**src/rtl/eth_frame_gen_pkg.sv**
```systemverilog
// Shared definitions for the Ethernet test-frame generator: header layout,
// FSM state encoding, the last-word byte-enable table and the payload clamp.
package eth_frame_gen_pkg;

    // Default addressing and EtherType for generated frames
    localparam logic [47:0] DEF_DST_MAC   = 48'h02_00_00_00_00_02;
    localparam logic [47:0] DEF_SRC_MAC   = 48'h02_00_00_00_00_01;
    localparam logic [15:0] DEF_ETHERTYPE = 16'h88B5;

    // Header layout: DST(6) + SRC(6) + EtherType(2) = 14, then a 4-byte sequence number
    localparam int HDR_LEN     = 14;
    localparam int SEQ_END     = 18;
    localparam int MIN_PAYLOAD = 4;

    localparam int WORD_IDX_W = 10;

    typedef enum logic [1:0] {
        ST_IDLE = 2'd0,
        ST_SEND = 2'd1,
        ST_GAP  = 2'd2
    } state_t;

    // Byte enables of the final word, indexed by frame length mod 4
    function automatic logic [3:0] last_keep(input logic [1:0] rem);
        case (rem)
            2'd0:    return 4'hF;
            2'd1:    return 4'h1;
            2'd2:    return 4'h3;
            default: return 4'h7;
        endcase
    endfunction

    // The sequence number needs at least 4 payload bytes; the MAC limits the top end
    function automatic logic [10:0] clamp_len(input logic [10:0] len, input logic [10:0] max_len);
        if (len < 11'(MIN_PAYLOAD)) return 11'(MIN_PAYLOAD);
        else if (len > max_len)     return max_len;
        else                        return len;
    endfunction

endpackage

```
**src/rtl/eth_frame_gen_word.sv**
```systemverilog
// Combinational byte-lane builder: given a word index, the sequence number
// and the clamped payload length, produce one 32-bit AXIS word, its byte
// enables and whether it is the last word of the frame.
module eth_frame_gen_word
    import eth_frame_gen_pkg::*;
#(
    parameter logic [47:0] DST_MAC   = DEF_DST_MAC,
    parameter logic [47:0] SRC_MAC   = DEF_SRC_MAC,
    parameter logic [15:0] ETHERTYPE = DEF_ETHERTYPE
) (
    input  logic [WORD_IDX_W-1:0] word_idx,
    input  logic [31:0]           seq,
    input  logic [10:0]           payload_len,
    output logic [31:0]           data,
    output logic [3:0]            keep,
    output logic                  last
);

    logic [11:0] frame_len;
    logic [11:0] num_words;

    // Byte b of the frame, for b below the frame length
    function automatic logic [7:0] byte_at(input int b, input logic [31:0] s);
        if (b < 6)              return DST_MAC[8*(5-b) +: 8];
        else if (b < 12)        return SRC_MAC[8*(11-b) +: 8];
        else if (b == 12)       return ETHERTYPE[15:8];
        else if (b == 13)       return ETHERTYPE[7:0];
        else if (b < SEQ_END)   return s[8*(SEQ_END-1-b) +: 8];
        else                    return 8'(b - HDR_LEN);
    endfunction

    // Assemble lanes 0..3 from bytes 4w..4w+3; lanes past the frame end read as zero
    always_comb begin
        // NOTE: every output gets a value before any branch, so no path leaves one
        // unassigned and no latch is inferred.
        data      = '0;
        frame_len = 12'(HDR_LEN) + 12'(payload_len);
        num_words = (frame_len + 12'd3) >> 2;
        last      = ({2'b00, word_idx} == num_words - 12'd1);
        keep      = last ? last_keep(frame_len[1:0]) : 4'hF;
        for (int k = 0; k < 4; k++) begin
            if (4 * int'(word_idx) + k < int'(frame_len))
                data[8*k +: 8] = byte_at(4 * int'(word_idx) + k, seq);
        end
    end

endmodule

```
**src/rtl/eth_frame_gen.sv**
```systemverilog
// Ethernet test-traffic source: emits runs of frames (DST/SRC/EtherType,
// 32-bit sequence number, incrementing byte pattern) as a 32-bit AXI-Stream
// master. The MAC downstream appends padding and FCS.
module eth_frame_gen
    import eth_frame_gen_pkg::*;
#(
    parameter logic [47:0] DST_MAC     = DEF_DST_MAC,
    parameter logic [47:0] SRC_MAC     = DEF_SRC_MAC,
    parameter logic [15:0] ETHERTYPE   = DEF_ETHERTYPE,
    parameter int          MAX_PAYLOAD = 1500
) (
    input  logic        logic_clk,
    input  logic        logic_rst,
    input  logic        start,
    input  logic        stop,
    input  logic [10:0] payload_len,
    input  logic [15:0] frame_count,
    input  logic [15:0] gap_cycles,
    output logic [31:0] m_axis_tdata,
    output logic [3:0]  m_axis_tkeep,
    output logic        m_axis_tvalid,
    input  logic        m_axis_tready,
    output logic        m_axis_tlast,
    output logic        m_axis_tuser,
    output logic        busy,
    output logic [31:0] frames_sent
);

    state_t                state;
    state_t                state_next;

    // Run parameters captured at start
    logic [10:0]           len_q;
    logic [15:0]           count_q;
    logic [15:0]           gap_q;

    logic [15:0]           gap_cnt;
    logic [15:0]           issued;
    logic [31:0]           seq;
    logic [WORD_IDX_W-1:0] word_idx;
    logic                  stop_pend;

    logic [10:0]           len_clamped;
    logic                  hs;
    logic                  hs_last;
    logic                  stop_now;
    logic                  run_done;

    // Builder input selection and load strobe for the output word registers
    logic                  load;
    logic [WORD_IDX_W-1:0] load_idx;
    logic [31:0]           load_seq;
    logic [10:0]           load_len;

    logic [31:0]           w_data;
    logic [3:0]            w_keep;
    logic                  w_last;

    assign len_clamped  = clamp_len(payload_len, 11'(MAX_PAYLOAD));
    assign hs           = m_axis_tvalid & m_axis_tready;
    assign hs_last      = hs & m_axis_tlast;
    assign stop_now     = stop | stop_pend;
    assign run_done     = (count_q != 16'd0) && (issued + 16'd1 == count_q);
    assign m_axis_tuser = 1'b0;

    eth_frame_gen_word #(
        .DST_MAC   (DST_MAC),
        .SRC_MAC   (SRC_MAC),
        .ETHERTYPE (ETHERTYPE)
    ) u_word (
        .word_idx    (load_idx),
        .seq         (load_seq),
        .payload_len (load_len),
        .data        (w_data),
        .keep        (w_keep),
        .last        (w_last)
    );

    // FSM state register
    always_ff @(posedge logic_clk) begin
        // NOTE: clocked state uses non-blocking assignment so every register
        // samples the pre-edge values regardless of statement order.
        if (logic_rst) state <= ST_IDLE;
        else           state <= state_next;
    end

    // Next-state: frames are never truncated; stop and run completion act at frame boundaries or in the gap
    always_comb begin
        state_next = state;
        case (state)
            ST_IDLE: if (start) state_next = ST_SEND;
            ST_SEND: begin
                if (hs_last) begin
                    if (run_done || stop_now)  state_next = ST_IDLE;
                    else if (gap_q != 16'd0)   state_next = ST_GAP;
                    else                       state_next = ST_SEND;
                end
            end
            ST_GAP: begin
                if (stop_now)                 state_next = ST_IDLE;
                else if (gap_cnt == 16'd1)    state_next = ST_SEND;
            end
            default: state_next = ST_IDLE;
        endcase
    end

    // Output control: decide which word (index, seq, length) to load into the AXIS registers
    always_comb begin
        load     = 1'b0;
        load_idx = word_idx + 10'd1;
        load_seq = seq;
        load_len = len_q;
        case (state)
            ST_IDLE: begin
                if (start) begin
                    load     = 1'b1;
                    load_idx = '0;
                    load_seq = '0;
                    load_len = len_clamped;
                end
            end
            ST_SEND: begin
                if (hs && !m_axis_tlast) begin
                    load = 1'b1;
                end else if (hs_last && state_next == ST_SEND) begin
                    load     = 1'b1;
                    load_idx = '0;
                    load_seq = seq + 32'd1;
                end
            end
            ST_GAP: begin
                if (state_next == ST_SEND) begin
                    load     = 1'b1;
                    load_idx = '0;
                end
            end
            default: load = 1'b0;
        endcase
    end

    // Datapath registers: AXIS outputs, run parameters, counters and status
    always_ff @(posedge logic_clk) begin
        if (logic_rst) begin
            m_axis_tdata  <= '0;
            m_axis_tkeep  <= '0;
            m_axis_tlast  <= 1'b0;
            m_axis_tvalid <= 1'b0;
            busy          <= 1'b0;
            frames_sent   <= '0;
            seq           <= '0;
            issued        <= '0;
            word_idx      <= '0;
            gap_cnt       <= '0;
            stop_pend     <= 1'b0;
            len_q         <= 11'(MIN_PAYLOAD);
            count_q       <= '0;
            gap_q         <= '0;
        end else begin
            m_axis_tvalid <= (state_next == ST_SEND);
            busy          <= (state_next != ST_IDLE);

            if (load) begin
                m_axis_tdata <= w_data;
                m_axis_tkeep <= w_keep;
                m_axis_tlast <= w_last;
                word_idx     <= load_idx;
            end

            if (state == ST_IDLE && start) begin
                len_q   <= len_clamped;
                count_q <= frame_count;
                gap_q   <= gap_cycles;
                seq     <= '0;
                issued  <= '0;
            end else if (hs_last) begin
                frames_sent <= frames_sent + 32'd1;
                seq         <= seq + 32'd1;
                issued      <= issued + 16'd1;
            end

            // Stop is remembered only while a run is active and cleared on return to idle
            if (state_next == ST_IDLE)          stop_pend <= 1'b0;
            else if (state != ST_IDLE && stop)  stop_pend <= 1'b1;

            if (hs_last && state_next == ST_GAP) gap_cnt <= gap_q;
            else if (state == ST_GAP)            gap_cnt <= gap_cnt - 16'd1;
        end
    end

endmodule

```
**config.mk**
```make
export PLATFORM = sky130hd
export DESIGN_NAME = eth_frame_gen
export DESIGN_NICKNAME = d
export VERILOG_FILES = /design/src/rtl/eth_frame_gen_pkg.sv /design/src/rtl/eth_frame_gen_word.sv /design/src/rtl/eth_frame_gen.sv
export SDC_FILE = /design/constraint.sdc
export NUM_CORES = 1
export LEC_CHECK = 0
export BUFFER_PORTS_ARGS = -buffer_cell sky130_fd_sc_hd__buf_4
export CAP_MARGIN = 15
export CELL_PAD_IN_SITES_DETAIL_PLACEMENT = 0
export CELL_PAD_IN_SITES_GLOBAL_PLACEMENT = 2
export CORE_ASPECT_RATIO = 1.25
export CORE_MARGIN = 2
export CORE_UTILIZATION = 25
export DETAILED_ROUTE_END_ITERATION = 8
export GPL_TIMING_DRIVEN = 1
export PLACE_DENSITY_LB_ADDON = 0.1
export SYNTH_ARGS = -nofsm -noshare
export SYNTH_HDL_FRONTEND = slang
export SYNTH_SLANG_ARGS = --single-unit
```
**constraint.sdc**
```tcl
create_clock -name logic_clk -period 5.3 [get_ports logic_clk]
set_input_delay 1.06 -clock logic_clk [delete_from_list [all_inputs] [get_ports logic_clk]]
set_output_delay 1.06 -clock logic_clk [all_outputs]
set_load 0.05 [all_outputs]
```
==> results of run 1 <==
cells by family (layout without fill, tap and decap cells):
logic type | count (synthesis) | in the layout | share of synthesized area, %
adders and majority gates | 33 | 33 | 3.52
buffers and inverters | 128 | 316 | 4.31
muxes | 20 | 20 | 1.77
other | 1 | 1 | 0.0320
DFF | 191 | 191 | 32.6
xor gates and xnor gates | 139 | 139 | 10.7
AOI/OAI and AO/OA | 339 | 339 | 18.7
and+or+nand+nor | 690 | 690 | 28.4
where the power goes:
group | switching [mW] | internal (mW)
Clock | 0.629 | 0.697
Combinational | 0.400 | 0.272
Sequential | 0.0255 | 1.46
Total | 1.05 | 2.43
flip-flops by register name, indices dropped and copies added (netlist names):
name	flops
busy	1
m_axis_tdata	32
gap_q	16
m_axis_tkeep	4
state	2
gap_cnt	16
m_axis_tvalid	1
issued	16
count_q	16
word_idx	10
frames_sent	32
m_axis_tlast	1
stop_pend	1
len_q	11
seq	32
metal layers:
layer	part of all wire, %	up-vias	global-route usage [%]
li1	-	5802	-
met1	45	5398	21.7
met2	51	154	31.9
met3	2.2	37	2.14
met4	1.6	0	5.24
met5	0	-	0
repair_timing:
item,CTS,global route
pin swaps,0,1
gates cloned,0,0
endpoints found under the hold margin,0,0
gates resized for setup,1,14
endpoints found under the setup margin,4,32
worst max-delay path, stage by stage, from the launching register on:
cell and delay, ns:
dfxtp_1 0.41, nand4_1 0.19, nor4_2 0.35, mux2_2 0.38, nor4_1 0.44, and4_1 0.31
nand3_1 0.23, a21oi_2 0.28, ha_1 0.27, a21o_1 0.19, a21o_1 0.17, a21oi_1 0.14
nor2b_1 0.06, o21ai_0 0.14, nand2b_1 0.09, a21oi_2 0.25, nand3b_1 0.13, nand2b_1 0.18
or4_1 0.51, a21oi_1 0.15
final timing paths:
path	from	end	slack [ns]	cells past startpoint
max reg2reg	issued[1]$_SDFFE_PP0P_	m_axis_tdata[0]$_SDFFE_PP0P_	0.33	19
max	issued[1]$_SDFFE_PP0P_	m_axis_tdata[0]$_SDFFE_PP0P_	0.33	19
min reg2reg	m_axis_tkeep[0]$_SDFFE_PP0P_	m_axis_tkeep[0]$_SDFFE_PP0P_	0.45	2
min	m_axis_tkeep[0]$_SDFFE_PP0P_	m_axis_tkeep[0]$_SDFFE_PP0P_	0.45	2
synth_stat cells (28+ instances only):
| master | instances | share of area, % |
|---|---|---|
| ha_1 | 33 | 3.5 |
| and3_1 | 28 | 1.5 |
| clkbuf_1 | 71 | 2.3 |
| nor3_1 | 31 | 1.3 |
| nor2_1 | 203 | 6.5 |
| dfxtp_1 | 191 | 33 |
| o21ai_0 | 64 | 2.7 |
| inv_1 | 40 | 1.3 |
| or3_1 | 30 | 1.6 |
| nand2_1 | 187 | 6.0 |
| nand3_1 | 69 | 2.9 |
| xnor2_1 | 73 | 5.5 |
| a21oi_1 | 113 | 4.8 |
| nand4_1 | 29 | 1.5 |
| nor4_1 | 28 | 1.5 |
| xor2_1 | 64 | 4.8 |
cell usage in the layout, fill, tap and decap left out, types with 14 or more instances in the layout:
master / instances
nand4_1: 29
xnor2_1: 72
inv_1: 40
nor4_1: 22
buf_4: 242
mux2i_1: 14
nor3_1: 28
nand3_1: 69
nand2_1: 187
a21oi_1: 110
clkbuf_16: 17
xor2_1: 64
ha_1: 33
or3_1: 30
dfxtp_1: 190
or2_2: 15
and3_1: 28
o21ai_0: 64
a211oi_1: 21
nor2_1: 202
layout make-up:
class                   instances  area share [%]
multi-input cells            1222            51.2
flip-flops and latches        191            26.0
repair buffers                245            12.8
well taps                     585            4.98
clock buffers                  19            2.95
inverters                      40            1.02
clock inverters                12           0.937
through the flow:
stage / util (%) / worst slack, ns / hold slack [ns] / cell area, um2
5_1_grt: 31.8 / 0.0489 / 0.465 / 14700
3_3_place_gp: 30.3 / -0.354 / 0.439 / 14000
4_1_cts: 31.6 / 0.0881 / 0.454 / 14600
6_report: 31.8 / 0.333 / 0.449 / 14700
3_5_place_dp: 30.3 / -0.446 / 0.443 / 14000
2_1_floorplan: - / 0.00423 / 0.441 / 11800
==> metrics.md, run 1 <==
| Metric | Value |
|---|---|
| Row count | around 90 |
| Lkg Pwr | 5.61 nW |
| Number of diodes | 0 |
| Final setup fails | 0 |
| Worst Path Required | 5.68 ns |
| Slew headroom | 39.4% |
| Layout cells sized above 1 | 19.7% |
| Num CTS Buffers | 17 |
| Hold Path Class | reg -> reg |
| Area growth syn-to-layout | 25.3% |
| Drt total wl | 41,700 um |
| CTS clock-pin slew for the worst setup and hold paths | 0.08 ns |
| Hold_buf cts | 0 |
| Post-DP HPWL | 31,900 um |
| Core footprint | 46,200 um2 |
| Least-Margin Pin Slew | 0.909 ns |
| Die H | 246 um |
| Total Routing Usage GR | 17.6% |
| Power, Total | 3.49 mW |
| F_max | 201 MHz |
| DRC viols | 0 |
| Yosys warns | 0 |
| Crit path kind | reg -> reg |
| Async SR Flop Fraction | 0% |
| Pin count of the biggest net entering global routing | 74 |
| Main synth FF type | dfxtp_1 |
| Synthesized flop and latch total | 191 |
| H-tree levels | 4 |
| Syn Nets | between 1,500 and 2,000 |
| CTS tree | built |
| Mapped Cells | 1,541 |
| Register area share after synthesis | between 30 and 40% |
| Setup TNS | 0 ns |
| Post-CTS Repair Setup Buffers | 0 |
| Synth cell types | 84 |
| Initial antenna violation count | 0 |
| Routed vias/inst | 4.92 |
| Routed WL per cell | 18.0 um |
| Critical Path Source Type | register |
| First-pass GRT wire length | 66,500 um |
| CTS root buf | clkbuf_16 |
| Final worst path period share | a little over nine tenths |
| Clock Latency Late Sink | ~0.47 ns |
| Fin crit period | 4.97 ns |
| Multi-input logic area | 7530 um2 |
| Final clock skew | 0.0162 ns |
| Max_cap viols | 0 |
| Final antenna-violating net count | 0 |
| Hold Vio Cnt, Final | 0 |
| Number of flops mapped to enable cells by yosys | 0 |
| Pre-antenna DRT Iters | 5 |
| Slew Viols, Final | 0 |
| Chip width | 198 um |
| Routed via count | 11,391 |
| CTS sink count | 191 |
| Sequential cell area | 3820 um2 |
| Final #Nets | 1,798 |
| # fillers | 5,058 |
| Worst Path Max Fanout | 5 |
| Die ar. | 48,700 um2 |
| Synthesized area per cell | between 7 and 8 um2 |
| Post-Syn Area | 11,700 um2 |
| Status | finished, final reports clean |
| Pwr Density | 237 nW/um2 |
| DRT iter0 DRCs | roughly 500 |
| VDD IR max | 0.247 mV |
| # IOs | 120 |
| Critical Path End Type | register |
| Non-filler cells, final | 2,314 |
| RSZ-0062 raised after global routing | false |
| Starting Density | 25.4% |
| Vias in the first global route | 11,619 |
| Dpl cells | 2,282 |
| WP data arrival | about 5.4 ns |
| PortBufs | 118 |
| Routability cong. | 0.803 |
| Total grt overflow | 0 |
| CTS Buffer Depth | 2 |
Power figures use the tool's default switching activity.
==> run 2: changes to the inputs <==
--- a/config.mk
+++ b/config.mk
@@ -14,7 +14,7 @@
 export CORE_UTILIZATION = 25
 export DETAILED_ROUTE_END_ITERATION = 8
 export GPL_TIMING_DRIVEN = 1
-export PLACE_DENSITY_LB_ADDON = 0.1
+export PLACE_DENSITY = 0.69
 export SYNTH_ARGS = -nofsm -noshare
 export SYNTH_HDL_FRONTEND = slang
 export SYNTH_SLANG_ARGS = --single-unit
==> run 2 against run 1 <==
Against the previous run:
- sequential cell count unchanged
- sequential share of layout area is 0.37 points higher
- clock-buffer cell count is 1 higher
- combinational power fell by 5.1%
- critical path depth down 1
- fmax fell by 0.24%
- utilization is 0.46 points lower
- die area stayed put
- clock skew is 0.0037 ns lower
- routed wire length is 3.8% lower
- hold slack better by 0.0030 ns
- largest power group unchanged
- highest routed layer unchanged
==> metrics.md, run 2 (synthesis results as in run 1) <==
| Metric | Value |
|---|---|
| Status | finished, final reports clean |
| Critical Path Source Type | input pin |
| Fin crit period | 4.98 ns (+0.0117 ns) |
| Leading registers by flop count | frames_sent x32, m_axis_tdata x32, seq x32 |
| Slew Viols, Final | 0 (unchanged) |
| Critical path's top delay family | simple AND/OR/NAND/NOR gates |
| R2R Path End | m_axis_tdata[0]$_SDFFE_PP0P_ |
| Critical-path cell list | buf_4 > or2_2 > o211ai_1 > and3_1 > a22oi_1 > ha_1 > inv_1 > and4_1 > a32oi_1 > nor4_1 > nor3_2 > or4_4 > a311oi_2 > nand2_1 > o211ai_2 > a31oi_1 > or4_1 > o21a_1 |
| Area growth syn-to-layout | 23.4% |
| Dpl cells | 2,264 (-0.79%) |
| Hold path start | m_axis_tkeep[0]$_SDFFE_PP0P_ |
| Setup TNS | 0 ns (unchanged) |
| CTS clock-pin slew for the worst setup and hold paths | 0.07 ns (about the same) |
| Crit path kind | in -> reg |
| Sequential cell area | 3820 um2 (about the same) |
| CTS root buf | clkbuf_16 |
| CTS sink count | 191 (unchanged) |
| Hold Path Class | reg -> reg |
| Least-Margin Pin Slew | 1.08 ns (+0.169 ns) |
| Routability cong. | 0.821 (+2.3%) |
| RR Startpoint | issued[0]$_SDFFE_PP0P_ |
| Hold Vio Cnt, Final | 0 (unchanged) |
| Num CTS Buffers | 17 (unchanged) |
| Die ar. | 48,700 um2 (unchanged) |
| Starting Density | 25.4% (unchanged) |
| Pre-antenna DRT Iters | 5 (unchanged) |
| Largest stage delay, worst path | 0.54 ns (+0.03 ns) |
| Cell Area, Placed | 13,900 um2 (-1.1%) |
| Most frequent cells in the layout | 225 x buf_4, 202 x nor2_1, 191 x dfxtp_1, 187 x nand2_1, 111 x a21oi_1 |
| Design Area, Final | 14,500 um2 (-1.4%) |
| RSZ-0062 raised after global routing | false |
| Final #Nets | 1,779 (-1.1%) |
| H-tree levels | 4 (unchanged) |
| Initial antenna violation count | 0 (unchanged) |
| First-pass GRT wire length | 63,900 um (-3.8%) |
| Hold_buf cts | 0 (unchanged) |
| Post-DP HPWL | 30,600 um (-4.2%) |
| Vias in the first global route | 11,342 (-2.4%) |
| Pin count of the biggest net entering global routing | 77 (+4.1%) |
| Die H | 246 um (unchanged) |
| Total Routing Usage GR | 16.9% (-0.71 points) |
| PortBufs | 118 (unchanged) |
| Layout cells sized above 1 | 18.4% (-1.3 points) |
| # fillers | 5,024 (-0.67%) |
| Worst Path Required | 5.67 ns (about the same) |
| Clock Latency Late Sink | 0.47 ns (about the same) |
| Critical path's slowest cell | or4_1 |
| Lkg Pwr | 5.50 nW (-1.9%) |
| Multi-input logic area | 7480 um2 (-0.60%) |
| Most common cell after layout, fill and taps aside | buf_4 |
| CTS Buffer Depth | 2 (unchanged) |
| DRC viols | 0 (unchanged) |
| Drt total wl | 40,100 um (-3.8%) |
| Total grt overflow | 0 (unchanged) |
| Hold_ws | 0.452 ns (+0.00303 ns) |
| Fin util | 31.3% (-0.46 points) |
| # IOs | 120 (unchanged) |
| Slew headroom | 28.2% (-11 points) |
| CTS tree | built |
| Worst setup path startpoint | payload_len[9] |
| Number of diodes | 0 (unchanged) |
| Final antenna-violating net count | 0 (unchanged) |
| Chip width | 198 um (unchanged) |
| DRT iter0 DRCs | 600 (+20%) |
| Final setup fails | 0 (unchanged) |
| WP data arrival | 5.35 ns (about the same) |
| Routed via count | 11,339 (-0.46%) |
| Critical Path End Type | register |
| Row count | 88 (unchanged) |
| F_max | 201 MHz (-0.24%) |
| Routed vias/inst | 4.94 (+0.32%) |
| Final clock skew | 0.0125 ns (-0.00370 ns) |
| WP buf/inv | 2 (+2) |
| Pwr Density | 239 nW/um2 (+0.79%) |
| Non-filler cells, final | 2,296 (-0.78%) |
| Register-to-register setup slack | 0.39 ns (+0.06 ns) |
| R2R depth | 22 (+3) |
| Final worst path period share | 93.9% (+0.22 points) |
| Worst Path Max Fanout | 4 (-1) |
| Routed WL per cell | 17.5 um (-3.0%) |
| Cell count along the critical path | 18 (-1) |
| Core footprint | 46,200 um2 (unchanged) |
| Setup crit end | m_axis_tkeep[3]$_SDFFE_PP0P_ |
| Max_cap viols | 0 (unchanged) |
| VDD IR max | 0.234 mV (-5.5%) |
## run 2: changes by cell type in the layout (fill, tap and decap cells not counted), moves of 2 or more
| cell | change |
|---|---|
| buf_4 | -17 |
| clkinv_4 | -3 |
| nor4_1 | +2 |
| nor4_2 | -2 |
## run 2: layout make-up
class                   count  area share (%)
clock buffers              20            3.09
clock inverters            12           0.916
inverters                  40            1.04
multi-input cells        1222            51.7
flip-flops and latches    191            26.4
well taps                 585            5.06
repair buffers            226            11.8
## run 2: worst min path at each step
stage | endpoint | slack (ns) | depth (start not counted)
global route | stop_pend$_SDFFE_PP0P_ | 0.48 | 1
global placement | m_axis_tkeep[0]$_SDFFE_PP0P_ | 0.44 | 2
CTS | m_axis_tkeep[0]$_SDFFE_PP0P_ | 0.46 | 2
finish | m_axis_tkeep[0]$_SDFFE_PP0P_ | 0.45 | 2
floorplan | stop_pend$_SDFFE_PP0P_ | 0.44 | 1
detailed placement | m_axis_tkeep[0]$_SDFFE_PP0P_ | 0.44 | 2
## run 2: per-layer routing
metal	global-route usage [%]	wire length, um	vias up
li1	-	-	5773
met1	19.8	17400	5366
met2	31.1	20900	161
met3	2.63	1010	39
met4	5.64	838	0
met5	0	0	-
## run 2: power breakdown
| part | total (mW) | leakage (nW) | switching [mW] | internal, mW |
|---|---|---|---|---|
| registers | 1.49 | 1.55 | 0.0274 | 1.46 |
| logic | 0.638 | 3.68 | 0.387 | 0.251 |
| clock network | 1.33 | 0.278 | 0.624 | 0.711 |
## run 2: worst min-delay path: stages (launching register included)
cell	delay, ns
dfxtp_1	0.32
inv_1	0.05
a21oi_1	0.05
## run 2: repair_timing
| action | in CTS | in global routing |
|---|---|---|
| hold endpoints to repair | 0 | 0 |
| gates resized for setup | 0 | 6 |
| endpoints found under the setup margin | 0 | 21 |
| buffers inserted | 0 | 0 |
## run 2: per-stage QoR
step           setup slack (ns)  total power, mW
2_1_floorplan           0.00423             1.92
3_3_place_gp            -0.0511             2.17
3_5_place_dp             -0.199             2.17
4_1_cts                   0.247             3.52
5_1_grt                  0.0371             3.64
6_report                  0.321             3.46
==> run 3: changes to the inputs <==
--- a/config.mk
+++ b/config.mk
@@ -13,8 +13,10 @@
 export CORE_MARGIN = 2
 export CORE_UTILIZATION = 25
 export DETAILED_ROUTE_END_ITERATION = 8
+export GPL_ROUTABILITY_DRIVEN = 0
 export GPL_TIMING_DRIVEN = 1
 export PLACE_DENSITY = 0.69
 export SYNTH_ARGS = -nofsm -noshare
 export SYNTH_HDL_FRONTEND = slang
+export SYNTH_HIERARCHICAL = 1
 export SYNTH_SLANG_ARGS = --single-unit
==> run 3 against run 2 <==
Against the previous run:
- design area up 0.63%
- clock-buffer cell count up 2
- clock power down 7%
- critical endpoint is now m_axis_tkeep[1]$_SDFFE_PP0P_
- routed wire length down 3.7%
- worst setup slack better by 0.13 ns
- combinational power up 5.5%
- area after synthesis up 1.4%
==> metrics.md, run 3 <==
| Metric | Value |
|---|---|
| Num CTS Buffers | 17 (unchanged) |
| Critical path's slowest cell | or3b_2 |
| Register-to-register setup slack | 0.55 ns (+0.16 ns) |
| Largest stage delay, worst path | 0.50 ns (-0.04 ns) |
| # fillers | 5,122 (+2.0%) |
| First-pass GRT wire length | 61,000 um (-4.6%) |
| Top post-synthesis cells by count | 210 x nor2_1, 200 x nand2_1, 191 x dfxtp_1, 118 x a21oi_1, 90 x xnor2_1 |
| WP data arrival | 5.18 ns (-0.17 ns) |
| Die ar. | 49,300 um2 (+1.3%) |
| # IOs | 120 (unchanged) |
| Hold Path Class | reg -> reg |
| Most common cell after layout, fill and taps aside | buf_4 |
| Dpl cells | 2,323 (+2.6%) |
| Area growth syn-to-layout | 22.6% |
| Hold Vio Cnt, Final | 0 (unchanged) |
| Crit path kind | in -> reg |
| Most numerous cell in the Yosys netlist | nor2_1 |
| Area leader, netlist | dfxtp_1 |
| Cell count along the critical path | 20 (+2) |
| CTS clock-pin slew for the worst setup and hold paths | 0.07 ns (about the same) |
| Syn Nets | 1,628 (+0.37%) |
| Max_cap viols | 0 (unchanged) |
| Post-Syn Area | 11,900 um2 (+1.4%) |
| Fin crit period | 4.85 ns (-0.133 ns) |
| Chip width | 199 um (+0.66%) |
| Die H | 248 um (+0.66%) |
| RR Startpoint | issued[0]$_SDFFE_PP0P_ |
| Pin count of the biggest net entering global routing | 52 (-32%) |
| Total grt overflow | 0 (unchanged) |
| PortBufs | 118 (unchanged) |
| Non-filler cells, final | 2,352 (+2.4%) |
| Routed vias/inst | 4.82 (-2.3%) |
| Most frequent cells in the layout | 233 x buf_4, 210 x nor2_1, 199 x nand2_1, 191 x dfxtp_1, 118 x a21oi_1 |
| Critical Path End Type | register |
| Crit path top cell by count | buf_4 |
| Lkg Pwr | 5.48 nW (-0.30%) |
| Starting Density | 25.2% (-0.13 points) |
| Worst Path Required | 5.63 ns (-0.04 ns) |
| DRC viols | 0 (unchanged) |
| WP buf/inv | 4 (+2) |
| Synthesized flop and latch total | 191 (unchanged) |
| CTS tree | built |
| Leading registers by flop count | frames_sent x32, m_axis_tdata x32, seq x32 |
| Least-Margin Pin Slew | 1.06 ns (-0.0194 ns) |
| Slew Viols, Final | 0 (unchanged) |
| Mapped Cells | 1,546 (+0.32%) |
| Number of diodes | 0 (unchanged) |
| Area contributors post-synth | dfxtp_1 32%, nor2_1 6.6%, xnor2_1 6.6% |
| DRT iter0 DRCs | 542 (-9.7%) |
| Yosys warns | 6 (+6) |
| Critical path's top delay family | simple AND/OR/NAND/NOR gates |
| Drt total wl | 38,600 um (-3.7%) |
| Setup TNS | 0 ns (unchanged) |
| R2R depth | 20 (-9.1%) |
| Status | finished, final reports clean |
| Synth cell types | 88 (+4.8%) |
| CTS root buf | clkbuf_16 |
| Pre-antenna DRT Iters | 5 (unchanged) |
| RSZ-0062 raised after global routing | false |
| R2R Path End | m_axis_tdata[1]$_SDFFE_PP0P_ |
| Number of flops mapped to enable cells by yosys | 0 (unchanged) |
| Pwr Density | 234 nW/um2 (-2.3%) |
| Synthesized area per cell | 7.69 um2 (+1.0%) |
| Final clock skew | 0.00960 ns (-0.00292 ns) |
| Setup crit end | m_axis_tkeep[1]$_SDFFE_PP0P_ |
| Final worst path period share | 91.4% (-2.5 points) |
| Async SR Flop Fraction | 0% (unchanged) |
| CTS sink count | 191 (unchanged) |
| Layout cells sized above 1 | 17.7% (-0.63 points) |
| Core footprint | 47,100 um2 (+1.9%) |
| Total Routing Usage GR | 15.8% (-1.1 points) |
| Post-DP HPWL | 29,000 um (-5.2%) |
| H-tree levels | 4 (unchanged) |
| Slew headroom | 29.5% (+1.3 points) |
| Routed via count | 11,347 (+0.071%) |
| Worst Path Max Fanout | 6 (+2) |
| Vias in the first global route | 11,221 (-1.1%) |
| Register area share after synthesis | 32.2% (-0.44 points) |
| Post-synth top area share | 32.2% (-0.44 points) |
| Critical-path cell list | buf_4 > nor3b_2 > o41ai_1 > buf_4 > nor2_1 > a22o_1 > inv_1 > ha_1 > nor2b_1 > or3b_2 > xnor2_1 > buf_4 > or3_1 > o211ai_1 > a311oi_1 > a211o_1 > o22ai_1 > nand4_1 > mux2i_1 > nor2_1 |
| Final #Nets | 1,788 (+0.51%) |
| Row count | 89 (+1.1%) |
| Final setup fails | 0 (unchanged) |
| Main synth FF type | dfxtp_1 |
| Initial antenna violation count | 1 (+1) |
| VDD IR max | 0.246 mV (+5.2%) |
| CTS Buffer Depth | 2 (unchanged) |
| Critical Path Source Type | input pin |
| Design Area, Final | 14,600 um2 (+0.63%) |
| Routed WL per cell | 16.4 um (-6.0%) |
| Clock Latency Late Sink | 0.46 ns (about the same) |
| Final antenna-violating net count | 0 (unchanged) |
| Worst setup path startpoint | start |
| F_max | 206 MHz (+2.7%) |
| Cell Area, Placed | 14,000 um2 (+1.2%) |
| Fin util | 30.9% (-0.38 points) |
==> run 3: changes by cell type after synthesis, sizes merged, moves of 9 or more <==
cell	previous run	this run
a32oi	10	1
o311ai	0	10
a22oi	11	1
mux2i	14	43
o21ai	66	40
xor2	64	55
inv	40	27
nand2	187	200
nor2b	10	20
xnor2	74	90
a31oi	10	19
==> run 3: how the worst min path moves through the flow <==
stage / to / depth (start not counted) / slack (ns) / startpoint
CTS: len_q[10]$_SDFFE_PP0P_ / 2 / 0.47 / len_q[10]$_SDFFE_PP0P_
finish: len_q[10]$_SDFFE_PP0P_ / 2 / 0.47 / len_q[10]$_SDFFE_PP0P_
global route: len_q[10]$_SDFFE_PP0P_ / 2 / 0.49 / len_q[10]$_SDFFE_PP0P_
detailed placement: len_q[10]$_SDFFE_PP0P_ / 2 / 0.46 / len_q[10]$_SDFFE_PP0P_
floorplan: len_q[10]$_SDFFE_PP0P_ / 2 / 0.44 / len_q[10]$_SDFFE_PP0P_
global placement: len_q[10]$_SDFFE_PP0P_ / 2 / 0.45 / len_q[10]$_SDFFE_PP0P_
==> run 3: per-stage QoR <==
step | power, mW | setup WS (ns) | hold slack, ns
2_1_floorplan | 1.95 | 0.129 | 0.444
3_5_place_dp | 2.20 | -0.0263 | 0.461
6_report | 3.40 | 0.453 | 0.471
4_1_cts | 3.47 | 0.425 | 0.471
5_1_grt | 3.58 | 0.0192 | 0.491
3_3_place_gp | 2.20 | 0.0175 | 0.452
==> run 3: area by class of cell <==
cell class,instances,area (um2),share of cell area (%)
flip-flops and latches,191,3820,26.2
multi-input cells,1234,7550,51.9
inverters,28,105,0.721
clock inverters,6,65.1,0.447
well taps,637,797,5.47
repair buffers,234,1770,12.1
clock buffers,22,454,3.12
==> run 3: cell families after synthesis <==
kind of cell,count (synthesis),share of synthesized area [%]
AND/OR/NAND/NOR,691,27.5
AO/OA/AOI/OAI,316,17.5
flip-flops,191,32.2
XOR/XNOR,146,10.9
buffers and inverters,121,4.48
multiplexers,45,3.81
adder cells (fa/ha/maj),34,3.58
other,2,0.0632
==> run 3: worst register-to-register path: cells and delay by family (launching register included) <==
| kind | cells | cell delay, ns |
|---|---|---|
| XOR/XNOR | 1 | 0.17 |
| flip-flops | 1 | 0.47 |
| AO/OA/AOI/OAI | 9 | 1.79 |
| AND/OR/NAND/NOR | 7 | 1.57 |
| adder cells (fa/ha/maj) | 2 | 0.62 |
| multiplexers | 1 | 0.09 |
==> run 3: timing repair <==
item                                    CTS  global route
buffers inserted                          0             1
resized for setup                         0             2
endpoints found under the setup margin    0             7
hold buffers                              0             0
==> run 3: routing by layer <==
layer / routed length [um] / track usage (%)
met4: 853 / 5.49
met1: 17100 / 19.0
met3: 1080 / 2.31
met5: 13 / 0
met2: 19500 / 28.5
==> run 3: power breakdown <==
group / internal [mW] / switching (mW)
Sequential: 1.47 / 0.0269
Clock: 0.648 / 0.591
Combinational: 0.278 / 0.395
